### src/rtl/ps2_rx_fifo_pkg.sv
// ps2_pkg: shared register offsets, bit indices, receiver states and helpers for ps2_rx_fifo.
package ps2_pkg;
  localparam logic [1:0] REG_DATA = 2'd0;
  localparam logic [1:0] REG_STATUS = 2'd1;
  localparam logic [1:0] REG_CTRL = 2'd2;
  localparam int ST_NOT_EMPTY = 0;
  localparam int ST_FULL = 1;
  localparam int ST_OVF = 2;
  localparam int ST_FRM_ERR = 3;
  localparam int CTRL_ENABLE = 0;
  localparam int CTRL_IRQ_MASK = 1;
  localparam int CTRL_FLUSH = 7;
  typedef enum logic [1:0] {IDLE, DATA, PARITY, STOP} rx_state_t;
  function automatic logic [3:0] sat4(input int unsigned n);
    return n > 15 ? 4'd15 : 4'(n);
  endfunction
endpackage

### src/rtl/ps2_rx_fifo_if.sv
// ps2_rx_fifo_if: CPU I/O-window bus for ps2_rx_fifo.
// sel/addr/rd_n/wr_n/din driven by the CPU side (master); dout/doe/irq driven by the block (slave).
interface ps2_rx_fifo_if;
  logic sel;
  logic [1:0] addr;
  logic rd_n;
  logic wr_n;
  logic [7:0] din;
  logic [7:0] dout;
  logic doe;
  logic irq;
  modport master(output sel, addr, rd_n, wr_n, din, input dout, doe, irq);
  modport slave(input sel, addr, rd_n, wr_n, din, output dout, doe, irq);
endinterface

### src/rtl/ps2_rx_fifo_frame_rx.sv
// ps2_frame_rx: PS/2 frame receiver (synchroniser, glitch-qualified sampling, frame FSM, inter-bit timeout).
// Ports: CLK, RST (sync, active-low), kb_clk/kb_data (async PS/2 lines), en (hold idle when 0),
// byte_valid/rx_byte (one-cycle good frame), frame_err (one-cycle framing/parity/timeout error).
module ps2_frame_rx
  import ps2_pkg::*;
#(
  parameter int SAMPLE_DLY = 8,
  parameter int TIMEOUT_CYC = 36864
) (
  input  logic CLK,
  input  logic RST,
  input  logic kb_clk,
  input  logic kb_data,
  input  logic en,
  output logic byte_valid,
  output logic [7:0] rx_byte,
  output logic frame_err
);
  localparam int TW = $clog2(TIMEOUT_CYC + 1);
  logic [1:0] kc_s, kd_s;
  logic [3:0] cnt;
  logic armed, strobe, fire, tout;
  logic [TW-1:0] tcnt;
  rx_state_t state, nxt;
  logic [2:0] idx, n_idx;
  logic [7:0] sh, n_sh;
  logic par, n_par;
  wire kc = kc_s[1];
  wire kd = kd_s[1];
  // armed is consumed by the strobe so a long low phase yields exactly one sample
  assign fire = ~kc & armed & (cnt == 4'(SAMPLE_DLY - 1));
  assign tout = tcnt == TW'(TIMEOUT_CYC - 1);
  assign rx_byte = sh;
  always_ff @(posedge CLK) begin
    if (!RST) begin
      kc_s <= 2'b11;
      kd_s <= 2'b11;
      cnt <= '0;
      armed <= 1'b0;
      strobe <= 1'b0;
      tcnt <= '0;
      state <= IDLE;
      idx <= '0;
      sh <= '0;
      par <= 1'b0;
    end else begin
      kc_s <= {kc_s[0], kb_clk};
      kd_s <= {kd_s[0], kb_data};
      cnt <= kc ? 4'd0 : armed ? cnt + 4'd1 : cnt;
      armed <= kc ? 1'b1 : fire ? 1'b0 : armed;
      strobe <= fire;
      tcnt <= (state == IDLE || strobe) ? '0 : tcnt + 1'b1;
      state <= nxt;
      idx <= n_idx;
      sh <= n_sh;
      par <= n_par;
    end
  end
  always_comb begin
    nxt = state;
    n_idx = idx;
    n_sh = sh;
    n_par = par;
    byte_valid = 1'b0;
    frame_err = 1'b0;
    if (!en) begin
      nxt = IDLE;
      n_idx = '0;
    end else if (strobe) begin
      case (state)
        IDLE: begin
          nxt = kd ? IDLE : DATA;
          n_idx = '0;
          frame_err = kd;
        end
        DATA: begin
          n_sh = {kd, sh[7:1]};
          n_idx = idx + 3'd1;
          nxt = idx == 3'd7 ? PARITY : DATA;
        end
        PARITY: begin
          n_par = kd;
          nxt = STOP;
        end
        default: begin
          byte_valid = kd & (^{sh, par});
          frame_err = ~(kd & (^{sh, par}));
          nxt = IDLE;
        end
      endcase
    end else if (state != IDLE && tout) begin
      nxt = IDLE;
      n_idx = '0;
      frame_err = 1'b1;
    end
  end
endmodule

### src/rtl/ps2_rx_fifo.sv
// ps2_rx_fifo: PS/2 receiver with scan-code FIFO and CPU register file (DATA/STATUS/CTRL).
// Ports: CLK, RST (sync, active-low), KB_CLK/KB_DATA (async PS/2 lines), bus (ps2_rx_fifo_if.slave).
// Optional: define PS2_IRQ_EN for a masked, registered IRQ; otherwise IRQ is tied 0 and CTRL bit1 reads 0.
module ps2_rx_fifo
  import ps2_pkg::*;
#(
  parameter int FIFO_DEPTH = 8,
  parameter int SAMPLE_DLY = 8,
  parameter int TIMEOUT_CYC = 36864
) (
  input  logic CLK,
  input  logic RST,
  input  logic KB_CLK,
  input  logic KB_DATA,
  ps2_rx_fifo_if.slave bus
);
  localparam int AW = $clog2(FIFO_DEPTH);
  logic [7:0] mem [FIFO_DEPTH];
  logic [AW:0] wp, rp, cnt;
  logic en, mask, ovf, frm, rd_seen, wr_q;
  logic byte_valid, frame_err;
  logic [7:0] rx_byte, rdata;
  logic empty, full, wr_stb, st_wr, ctrl_wr, flush, do_pop, do_push;
  logic unused;
  ps2_frame_rx #(.SAMPLE_DLY(SAMPLE_DLY), .TIMEOUT_CYC(TIMEOUT_CYC)) u_rx (
    .CLK(CLK),
    .RST(RST),
    .kb_clk(KB_CLK),
    .kb_data(KB_DATA),
    .en(en),
    .byte_valid(byte_valid),
    .rx_byte(rx_byte),
    .frame_err(frame_err)
  );
  assign cnt = wp - rp;
  assign empty = wp == rp;
  assign full = (wp ^ rp) == {1'b1, {AW{1'b0}}};
  assign wr_stb = bus.sel & ~bus.wr_n & ~wr_q;
  assign st_wr = wr_stb & (bus.addr == REG_STATUS);
  assign ctrl_wr = wr_stb & (bus.addr == REG_CTRL);
  assign flush = ctrl_wr & bus.din[CTRL_FLUSH];
  // pop fires once, on the first clock that sees RD_N high after a DATA read strobe
  assign do_pop = rd_seen & bus.rd_n & ~empty;
  assign do_push = byte_valid & (~full | do_pop);
  assign unused = ^{bus.din[6:4], bus.din[1]};
  always_ff @(posedge CLK) begin
    if (!RST) begin
      wp <= '0;
      rp <= '0;
      en <= 1'b1;
      ovf <= 1'b0;
      frm <= 1'b0;
      rd_seen <= 1'b0;
      wr_q <= 1'b0;
    end else begin
      wr_q <= bus.sel & ~bus.wr_n;
      rd_seen <= (bus.sel & ~bus.rd_n & (bus.addr == REG_DATA)) | (rd_seen & ~bus.rd_n);
      wp <= flush ? '0 : wp + (AW + 1)'(do_push);
      rp <= flush ? '0 : rp + (AW + 1)'(do_pop);
      ovf <= (byte_valid & full & ~do_pop) | (ovf & ~(st_wr & bus.din[ST_OVF]));
      frm <= frame_err | (frm & ~(st_wr & bus.din[ST_FRM_ERR]));
      if (ctrl_wr) en <= bus.din[CTRL_ENABLE];
    end
  end
  always_ff @(posedge CLK) if (do_push) mem[wp[AW-1:0]] <= rx_byte;
`ifdef PS2_IRQ_EN
  logic irq_q;
  always_ff @(posedge CLK) begin
    if (!RST) begin
      mask <= 1'b0;
      irq_q <= 1'b0;
    end else begin
      if (ctrl_wr) mask <= bus.din[CTRL_IRQ_MASK];
      irq_q <= mask & (~empty | ovf | frm);
    end
  end
  assign bus.irq = irq_q;
`else
  assign mask = 1'b0;
  assign bus.irq = 1'b0;
`endif
  always_comb begin
    rdata = bus.addr == REG_DATA ? (empty ? 8'h00 : mem[rp[AW-1:0]]) :
            bus.addr == REG_STATUS ? {sat4(32'(cnt)), frm, ovf, full, ~empty} :
            bus.addr == REG_CTRL ? {6'b0, mask, en} : 8'h00;
  end
  assign bus.doe = bus.sel & ~bus.rd_n;
  assign bus.dout = bus.doe ? rdata : 8'h00;
endmodule

### src/flat_wrapper.sv
// flat-port wrapper written by rule: the top's interface ports become plain ports
module ps2_rx_fifo_flat import ps2_pkg::*;
#(
  parameter int FIFO_DEPTH = 8,
  parameter int SAMPLE_DLY = 8,
  parameter int TIMEOUT_CYC = 36864
)
  (CLK, RST, KB_CLK, KB_DATA, bus_sel, bus_addr, bus_rd_n, bus_wr_n, bus_din, bus_dout, bus_doe, bus_irq);
  ps2_rx_fifo_if bus_i ();
  input  logic CLK;
  input  logic RST;
  input  logic KB_CLK;
  input  logic KB_DATA;
  input wire logic [$bits(bus_i.sel)-1:0] bus_sel;
  input wire logic [$bits(bus_i.addr)-1:0] bus_addr;
  input wire logic [$bits(bus_i.rd_n)-1:0] bus_rd_n;
  input wire logic [$bits(bus_i.wr_n)-1:0] bus_wr_n;
  input wire logic [$bits(bus_i.din)-1:0] bus_din;
  output wire logic [$bits(bus_i.dout)-1:0] bus_dout;
  output wire logic [$bits(bus_i.doe)-1:0] bus_doe;
  output wire logic [$bits(bus_i.irq)-1:0] bus_irq;
  assign bus_i.sel = bus_sel;
  assign bus_i.addr = bus_addr;
  assign bus_i.rd_n = bus_rd_n;
  assign bus_i.wr_n = bus_wr_n;
  assign bus_i.din = bus_din;
  assign bus_dout = bus_i.dout;
  assign bus_doe = bus_i.doe;
  assign bus_irq = bus_i.irq;
  ps2_rx_fifo #(.FIFO_DEPTH(FIFO_DEPTH), .SAMPLE_DLY(SAMPLE_DLY), .TIMEOUT_CYC(TIMEOUT_CYC)) u_core (.CLK(CLK), .RST(RST), .KB_CLK(KB_CLK), .KB_DATA(KB_DATA), .bus(bus_i));
endmodule
### config.mk
export PLATFORM = sky130hd
export DESIGN_NAME = ps2_rx_fifo_flat
export DESIGN_NICKNAME = d
export VERILOG_FILES = /design/src/rtl/ps2_rx_fifo_pkg.sv /design/src/rtl/ps2_rx_fifo_if.sv /design/src/rtl/ps2_rx_fifo_frame_rx.sv /design/src/rtl/ps2_rx_fifo.sv /design/src/flat_wrapper.sv
export SDC_FILE = /design/constraint.sdc
export NUM_CORES = 1
export LEC_CHECK = 0
export CELL_PAD_IN_SITES_DETAIL_PLACEMENT = 2
export CELL_PAD_IN_SITES_GLOBAL_PLACEMENT = 2
export CORE_UTILIZATION = 41
export CTS_BUF_LIST = sky130_fd_sc_hd__clkbuf_4 sky130_fd_sc_hd__clkbuf_8 sky130_fd_sc_hd__clkbuf_16
export CTS_CLUSTER_SIZE = 10
export DETAILED_ROUTE_END_ITERATION = 10
export GPL_ROUTABILITY_DRIVEN = 1
export HOLD_SLACK_MARGIN = 0.02
export PLACE_DENSITY = 0.79
export SLEW_MARGIN = 5
export SYNTH_ARGS = -nofsm -noshare
export SYNTH_HDL_FRONTEND = slang
export SYNTH_HIERARCHICAL = 1
export SYNTH_SLANG_ARGS = --single-unit
### constraint.sdc
create_clock -name CLK -period 3.2 [get_ports CLK]
set_input_delay 0.96 -clock CLK [delete_from_list [all_inputs] [get_ports CLK]]
set_output_delay 0.96 -clock CLK [all_outputs]
set_load 0.02 [all_outputs]
# After elaboration in Yosys (flattened, before gate mapping)

Memory sizes are Yosys's and may differ from the RTL's. A register that Yosys moved wholly into a read port is not among the register bits.
Index checks and enable logic that the tools add are counted.

Register bits: 53
Bits in writable memories: 64
Input port bits: 17
Output and inout bits: 10
Word-level logic and storage cells: 112
Memories kept: 1

$add $sub $neg: 6
Eq/ne operators: 10
Muxes and demuxes: 25
Bitwise logic cells: 36
Reduce and logical (&&, ||, !) cells: 17

Memories:

| name       | words | width | rd ports | clocked after memory_dff | wr ports | RTL line          | RTL |
|---|---|---|---|---|---|---|---|
| u_core.mem | 8     | 8     | 1        | 1                        | 1        | ps2_rx_fifo.sv:18 | `logic [7:0] mem [FIFO_DEPTH];` |

Operator list:

| operator                                            | number |
|---|---|
| 2-to-1 mux 8 bit                                    | 4 |
| AND 1 bit                                           | 20 |
| adder 16 x 1 -> 16 bit, second input constant       | 1 |
| equality test 16 bit, second input constant         | 1 |
| 2-to-1 mux 1 bit                                    | 12 |
| NOT 1 bit                                           | 11 |
| 2-to-1 mux 3 bit                                    | 3 |
| parity 9 bit                                        | 1 |
| adder 4 x 1 -> 4 bit                                | 2 |
| OR reduction 2 bit                                  | 4 |
| 2-to-1 mux 2 bit                                    | 3 |
| one-hot mux 2 bit (3 select lines)                  | 1 |
| one-hot mux 3 bit (2 select lines)                  | 1 |
| AND reduction 3 bit                                 | 2 |
| nonzero test 2 bit                                  | 3 |
| adder 4 x 1 -> 4 bit, second input constant         | 1 |
| equality test 2 x 1 -> 1 bit, second input constant | 2 |
| equality test 2 bit, second input constant          | 2 |
| equality test 4 x 3 -> 1 bit, second input constant | 1 |
| equality test 4 bit                                 | 1 |
| equality test 4 bit, second input constant          | 1 |
| zero test 2 bit                                     | 2 |
| bitwise OR 1 bit                                    | 4 |
| AND reduction 2 bit                                 | 2 |
| other kinds (9)                                     | 9 |

# Logic depth before layout (Yosys ltp)

Gate-level depths: netlist of the first run.

Word-level depth: 8
Gate-level depth with buffers: 11
Depth with buffers taken out: 10

# Modules after synthesis

The synthesis of the first run kept the hierarchy.

Modules (own cells, without submodules):

| module       | instances | cells each | area an instance (sq um) | sequential area each (sq um) |
|---|---|---|---|---|
| ps2_rx_fifo  | 1         | 202        | 3276.9                   | 2182.1 |
| ps2_frame_rx | 1         | 210        | 1820.5                   | 800.8 |

# Worst setup path before layout of the first run

OpenSTA, ideal clock, no wires.

Path kind: input port to output port
From: input bus_sel
To: output bus_dout[7]
Data arrival time: 2.198 ns
Data required time: 2.240 ns
Slack: 0.042 ns
Stages: 4
Buffers on the path: 1
Path through: nor2b_1 clkbuf_1 nand2_1 o31ai_1

Longest elaborated chain between the ends: 2

Ends and longest elaborated chain:

| what              | RTL line           | RTL |
|---|---|---|
| start, declared   | flat_wrapper.sv:14 | `input wire logic [$bits(bus_i.sel)-1:0] bus_sel;` |
| AND 1 bit         | ps2_rx_fifo.sv:87  | `assign bus.doe = bus.sel & ~bus.rd_n;` |
| named net bus_doe | flat_wrapper.sv:20 | `output wire logic [$bits(bus_i.doe)-1:0] bus_doe;` |
| 2-to-1 mux 8 bit  | ps2_rx_fifo.sv:88  | `assign bus.dout = bus.doe ? rdata : 8'h00;` |
| end, declared     | flat_wrapper.sv:19 | `output wire logic [$bits(bus_i.dout)-1:0] bus_dout;` |

The timed path passes the listed nets, and every way through them passes these cells.

# Worst setup path in the final report of the first run

From: register u_core.wp[0]
To: output bus_dout[0]

Longest elaborated chain between the ends: 5
Elaborated cells on any way between the ends: 6
Those cells by class: eq/ne (1); mux (4); bitwise (1)

Ends and longest elaborated chain:

| what                    | RTL line          | RTL |
|---|---|---|
| start, declared         | ps2_rx_fifo.sv:19 | `logic [AW:0] wp, rp, cnt;` |
| start signal, assigned  | ps2_rx_fifo.sv:58 | `wp <= flush ? '0 : wp + (AW + 1)'(do_push);` |
| equality test 4 bit (*) | ps2_rx_fifo.sv:36 | `assign empty = wp == rp;` |
| NOT 1 bit               | ps2_rx_fifo.sv:84 | `bus.addr == REG_STATUS ? {sat4(32'(cnt)), frm, ovf, full, ~empty} :` |
| 2-to-1 mux 8 bit        | ps2_rx_fifo.sv:84 |  |
| 2-to-1 mux 8 bit (*)    | ps2_rx_fifo.sv:83 | `rdata = bus.addr == REG_DATA ? (empty ? 8'h00 : mem[rp[AW-1:0]]) :` |
| 2-to-1 mux 8 bit (*)    | ps2_rx_fifo.sv:88 |  |

Every way passes the cells marked *; elsewhere a longest branch is shown, timed or not.

==> flow_summary.ini, run 1 <==
[timing]
fin_crit_sh_pct = 97.68
finalHoldViolCount = 0
timing.fmax_mhz = 319.9
finalWorstSetupSlack_ns = 0.07422
rsz0062_at_grt = no
tns_ns = 0
relSlewSlack_pct = 55.59
min_period_ns = 3.126
setup_viol = 0
slew_viol_final = 0
whs_ns = 0.4282
fin_worst_skew_ns = 0.009015
tightest_slew_ns = 0.6592

[job]
cap_violations = 0

[yosys]
synth_seq_area_share_pct = 58.52
ys_ff_latch = 117
ys.warnings.count = 6
synth_area_um2 = 5097
synth.distinct_cells = 50
synthArstFlopShare_pct = 0
syn-num-nets = 441
synth-edff-count = 64
postSynthCellCount = 412
avgSynthCellArea_um2 = 12.37
ys.flop_type = edfxtp_1

[final_layout]
fin_area_um2 = 6464
final_util_pct = 53.59
fin_nets = 510
num-fill-cells = 1138
areaGrowthSynthToFinish_pct = 26.80
drive_gt1_share_pct = 21.46
final_cell_mix = edfxtp_1 (64), dfxtp_1 (52), buf_4 (50), nand2_1 (44), nor2_1 (27)
multi_input_area_um2 = 2072
regArea_um2 = 2987
layout_commonest_cell = edfxtp_1

[routing]
vias = 3553
via_per_inst = 5.359
drtIter0Drc = 149
drcViolationCount = 0
routedWlPerCell_um = 22.79
drtPass1Iterations = 4
detail-route-antenna-nets = 0
drt_wl_total_um = 15110

[critical_path]
rrSetupSlack_ns = 0.24
path_buf_inv = 2
cp_cell_sequence = inv_1 -> ha_1 -> and3_1 -> nand2_1 -> a22oi_1 -> a21boi_0 -> buf_4
rr_endpoint = u_core/mem[0][7]
crit_family = simple AND/OR/NAND/NOR gates
required_ns = 2.24
cp-start-kind = flip-flop
slowest_delay_ns = 0.39
arrival_ns = 2.17
r2r_cells = 10
cp_slowest_cell = dfxtp_1
cp_max_fo = 3
path_class = flip-flop to output port
cp-end-kind = output port
worstReg2RegStart = u_core/u_rx/rx_byte[3]

[clock_network]
cts_inserted_buffers = 17
cts_sinks = 117
h-tree-depth = 4
hold_buffers = 0
clock_path_buffers = 2
clock_latency_ns = 0.42
cts_tree = done
cts_root_buf = clkbuf_16
clkSlewWorstSetupHoldPaths_ns = 0.05

[placed_design]
globalplace.congestion = 0.7121
port_buffers = 21
dp_slack_ns = -0.7190
hpwl_um = 9742
place_area_um2 = 5743

[power]
p_leak_nw = 2.325
ir_worst_vdd_v = 0.0004022
p_per_area_nw_per_um2 = 564.6

[global_route]
grt_pass1_vias = 3996
grt_usage_pct = 24.85
grt_pass1_wl_um = 22840
gr-total-overflow = 0
antenna_found_initial = 1
grt_max_degree = 19

[min_path]
min_to = u_core/u_rx/kc_s[1]
hold_path.class = flip-flop to flip-flop
worstHoldStart = u_core/u_rx/kc_s[0]
min_path_cells = 1

[floorplan]
core-area_um2 = 12060
die_h_um = 113.5
row_count = 40
dieArea_um2 = 12880
die_w_um = 113.5
start_util_pct = 42.26
ios = 27

[status]
status = finished clean
-- metrics by stage --
| stage | std cells | total power, mW |
|---|---|---|
| 2_1_floorplan | 412 | 1.632 |
| 3_3_place_gp | 624 | 1.666 |
| 3_5_place_dp | 624 | 1.669 |
| 4_1_cts | 659 | 3.681 |
| 5_1_grt | 663 | 3.737 |
| 6_report | 663 | 3.650 |
-- per-layer routing --
metal  global-route usage [%]  routed length [um]
met1                    28.21                6355
met2                    44.80                8028
met3                    6.270                 431
met4                    9.561                 293
met5                        0                   0
-- sequential cells by signal, indices dropped and copies added (netlist names), 3 cells and up --
name                 flops
u_core/mem              64
u_core/u_rx/tcnt        16
u_core/u_rx/rx_byte      8
u_core/rp                4
u_core/u_rx/cnt          4
u_core/wp                4
u_core/u_rx/idx          3
-- layout make-up --
cell class              count  area share (%)
well taps                 168           3.252
multi-input cells         271           32.06
repair buffers             66           8.479
clock buffers              21           7.046
inverters                   8          0.4646
diodes                      1         0.03871
clock inverters            11           2.458
flip-flops and latches    117           46.21
-- how the worst max path moves through the flow --
stage	start	end	slack, ns	depth (start not counted)
floorplan	bus_sel	bus_dout[7]	0.04	4
global placement	bus_sel	bus_dout[2]	-0.66	5
detailed placement	bus_sel	bus_dout[5]	-0.72	5
CTS	bus_addr[1]	bus_dout[7]	-0.008	6
global route	u_core/wp[0]	bus_dout[2]	0.005	7
finish	u_core/wp[0]	bus_dout[0]	0.07	7
-- cells in the mapped netlist, types with 3 or more instances --
| cell | n | area, um^2 |
|---|---|---|
| and2_1 | 5 | 31.28 |
| nor2_1 | 28 | 105.1 |
| nand4_1 | 9 | 56.30 |
| o21a_1 | 4 | 30.03 |
| nor3b_1 | 4 | 30.03 |
| nand2b_1 | 7 | 43.79 |
| dfxtp_1 | 53 | 1061 |
| o21ai_1 | 3 | 15.01 |
| xnor2_1 | 13 | 113.9 |
| nand3_1 | 16 | 80.08 |
| edfxtp_1 | 64 | 1922 |
| or3_1 | 4 | 25.02 |
| clkbuf_1 | 9 | 33.78 |
| buf_2 | 4 | 20.02 |
| ha_1 | 11 | 137.6 |
| a21boi_0 | 10 | 75.07 |
| mux4_1 | 9 | 236.5 |
| a31oi_1 | 3 | 18.77 |
| o22ai_1 | 4 | 25.02 |
| xor2_1 | 11 | 96.34 |
| nand2_1 | 45 | 168.9 |
| inv_1 | 8 | 30.03 |
| mux2i_1 | 10 | 100.1 |
| nor2b_1 | 10 | 62.56 |
| o21ai_0 | 11 | 55.05 |
| mux4_2 | 6 | 135.1 |
| and3_1 | 3 | 18.77 |
| a21oi_1 | 11 | 55.05 |
| o31ai_1 | 3 | 22.52 |
| nor3_1 | 8 | 40.04 |
-- logic make-up after synthesis --
family	Yosys count	share of synthesized area, %
adders and majority gates	12	3.093
DFF	117	58.52
AOI/OAI and AO/OA	53	6.431
other	1	0.07357
and+or+nand+nor	153	15.22
muxes	26	9.475
xor gates and xnor gates	26	5.032
buffers and inverters	24	2.160
-- power breakdown --
group / total [mW] / internal, mW / switching, mW
combinational: 0.0671 / 0.0341 / 0.0330
sequential: 1.58 / 1.57 / 0.00392
clock: 2.01 / 1.33 / 0.680
total: 3.65 / 2.93 / 0.717
-- repair_timing --
action | in CTS | in global routing
gates resized for setup | 58 | 11
endpoints found under the hold margin | 0 | 0
pin swaps | 2 | 1
gates cloned | 0 | 0
setup endpoints to repair | 9 | 24
buffers inserted | 3 | 3
No activity file was read; power rests on OpenSTA's default activity.
==> run 2: changes to the inputs <==
--- a/config.mk
+++ b/config.mk
@@ -14,6 +14,7 @@
 export GPL_ROUTABILITY_DRIVEN = 1
 export HOLD_SLACK_MARGIN = 0.02
 export PLACE_DENSITY = 0.79
+export RECOVER_POWER = 100
 export SLEW_MARGIN = 5
 export SYNTH_ARGS = -nofsm -noshare
 export SYNTH_HDL_FRONTEND = slang
==> run 2 against run 1 <==
Against the previous run:
- die area did not move
- worst setup slack improved by 0.010 ns
- clock-buffer cell count unchanged
- non-clock buffer count unchanged
- power down 0.14%
==> flow_summary.ini, run 2 (synthesized netlist as in run 1, its figures left out) <==
[status]
status = finished clean

[clock_network]
cts_tree = done
cts_root_buf = clkbuf_16
cts_sinks = 117
h-tree-depth = 4
cts_inserted_buffers = 17
clock_latency_ns = 0.42
clock_path_buffers = 2
hold_buffers = 0
clkSlewWorstSetupHoldPaths_ns = 0.05

[floorplan]
die_w_um = 113.5
die_h_um = 113.5
dieArea_um2 = 12880
core-area_um2 = 12060
start_util_pct = 42.26
ios = 27
row_count = 40

[final_layout]
instances_no_fill = 663
drive_gt1_share_pct = 19.03
final_cell_mix = edfxtp_1 (64), dfxtp_1 (52), nand2_1 (44), buf_4 (27), nor2_1 (27)
areaGrowthSynthToFinish_pct = 25.43
fin_nets = 510
num-fill-cells = 1157
layout_commonest_cell = edfxtp_1
regArea_um2 = 2987
multi_input_area_um2 = 2072
largest_reg_flops = 64

[power]
p_leak_nw = 2.269
p_per_area_nw_per_um2 = 570.0
ir_worst_vdd_v = 0.0004010
finalPower_mw = 3.644

[timing]
min_period_ns = 3.116
relSlewSlack_pct = 49.35
finalWorstSetupSlack_ns = 0.08438
rsz0062_at_grt = no
setup_viol = 0
fin_crit_sh_pct = 97.36
fin_worst_skew_ns = 0.008912
slew_viol_final = 0
tightest_slew_ns = 0.7598
timing.fmax_mhz = 321.0
finalHoldViolCount = 0

[placed_design]
port_buffers = 21
hpwl_um = 9742
globalplace.congestion = 0.7121
dp_slack_ns = -0.7190
dp.cells = 624

[routing]
drtIter0Drc = 173
vias = 3565
drt_wl_total_um = 15080
detail-route-antenna-nets = 0
drtPass1Iterations = 4
via_per_inst = 5.377
drcViolationCount = 0
routedWlPerCell_um = 22.75

[global_route]
antenna_found_initial = 1
grt_pass1_vias = 3996
grt_usage_pct = 24.85
gr-total-overflow = 0
grt_max_degree = 19
grt_pass1_wl_um = 22840

[critical_path]
rrSetupSlack_ns = 0.15
r2r_cells = 10
cp-end-kind = output port
path_class = flip-flop to output port
cp_max_fo = 12
cp-start-kind = flip-flop
arrival_ns = 2.16
required_ns = 2.24

[min_path]
min_path_cells = 1
hold_path.class = flip-flop to flip-flop

[job]
cap_violations = 0
-- run 2: cell types whose count changed in the layout (fill, tap and decap cells not counted) --
cell / change
clkbuf_1: +12
and2_1: -2
dlygate4sd3_1: +2
clkdlybuf4s25_1: +1
and2_0: +2
clkdlybuf4s15_1: -1
clkbuf_4: +1
buf_2: +5
o21ai_0: +3
buf_4: -23
o21ai_1: -3
clkbuf_2: +5
clkdlybuf4s50_1: -2
-- run 2: final cells by class --
| class | instances | share of cell area [%] |
|---|---|---|
| Inverter | 8 | 0.4697 |
| Clock buffer | 21 | 7.123 |
| Sequential cell | 117 | 46.71 |
| Clock inverter | 11 | 2.485 |
| Antenna cell | 1 | 0.03914 |
| Multi-Input combinational cell | 271 | 32.41 |
| Timing Repair Buffer | 66 | 7.476 |
| Tap cell | 168 | 3.288 |
-- run 2: critical path, stage by stage, from the launching register on --
cell     delay [ns]
dfxtp_4        0.37
buf_12         0.15
buf_4          0.12
mux4_1         0.55
mux2i_1        0.27
o21ai_2        0.10
buf_4          0.16
-- run 2: where the power goes --
group          internal (mW)  leakage (nW)  switching (mW)  total, mW
clock                   1.33         0.302           0.677       2.00
combinational         0.0325         0.945          0.0328     0.0653
sequential              1.57          1.02         0.00392       1.58
-- run 2: stage by stage --
stage	area, um^2	hold slack (ns)	util, %	TNS (ns)
floorplan	5097	0.3863	-	0
global placement	5743	0.4004	47.61	-5.067
detailed placement	5743	0.4194	47.61	-5.516
CTS	6400	0.4325	53.06	-0.01212
global route	6394	0.4436	53.01	0
finish	6394	0.4283	53.01	0
-- run 2: what timing repair did --
| action | in CTS | in global routing |
|---|---|---|
| resized for setup | 58 | 11 |
| pin swaps | 2 | 1 |
| buffers inserted | 3 | 3 |
| endpoints found under the setup margin | 9 | 24 |
-- run 2: worst paths after layout --
check,from,to
max,u_core/rp[1],bus_dout[2]
min,u_core/u_rx/kc_s[0],u_core/u_rx/kc_s[1]
max reg2reg,u_core/u_rx/rx_byte[4],u_core/mem[1][0]
min reg2reg,u_core/u_rx/kc_s[0],u_core/u_rx/kc_s[1]
-- run 2: metal layers --
layer / part of all wire [%] / vias up / track usage (%)
li1: - / 1659 / -
met3: 2.9 / 22 / 6.270
met1: 42 / 1835 / 28.21
met2: 53 / 49 / 44.80
met5: 0 / - / 0
met4: 2.1 / 0 / 9.561
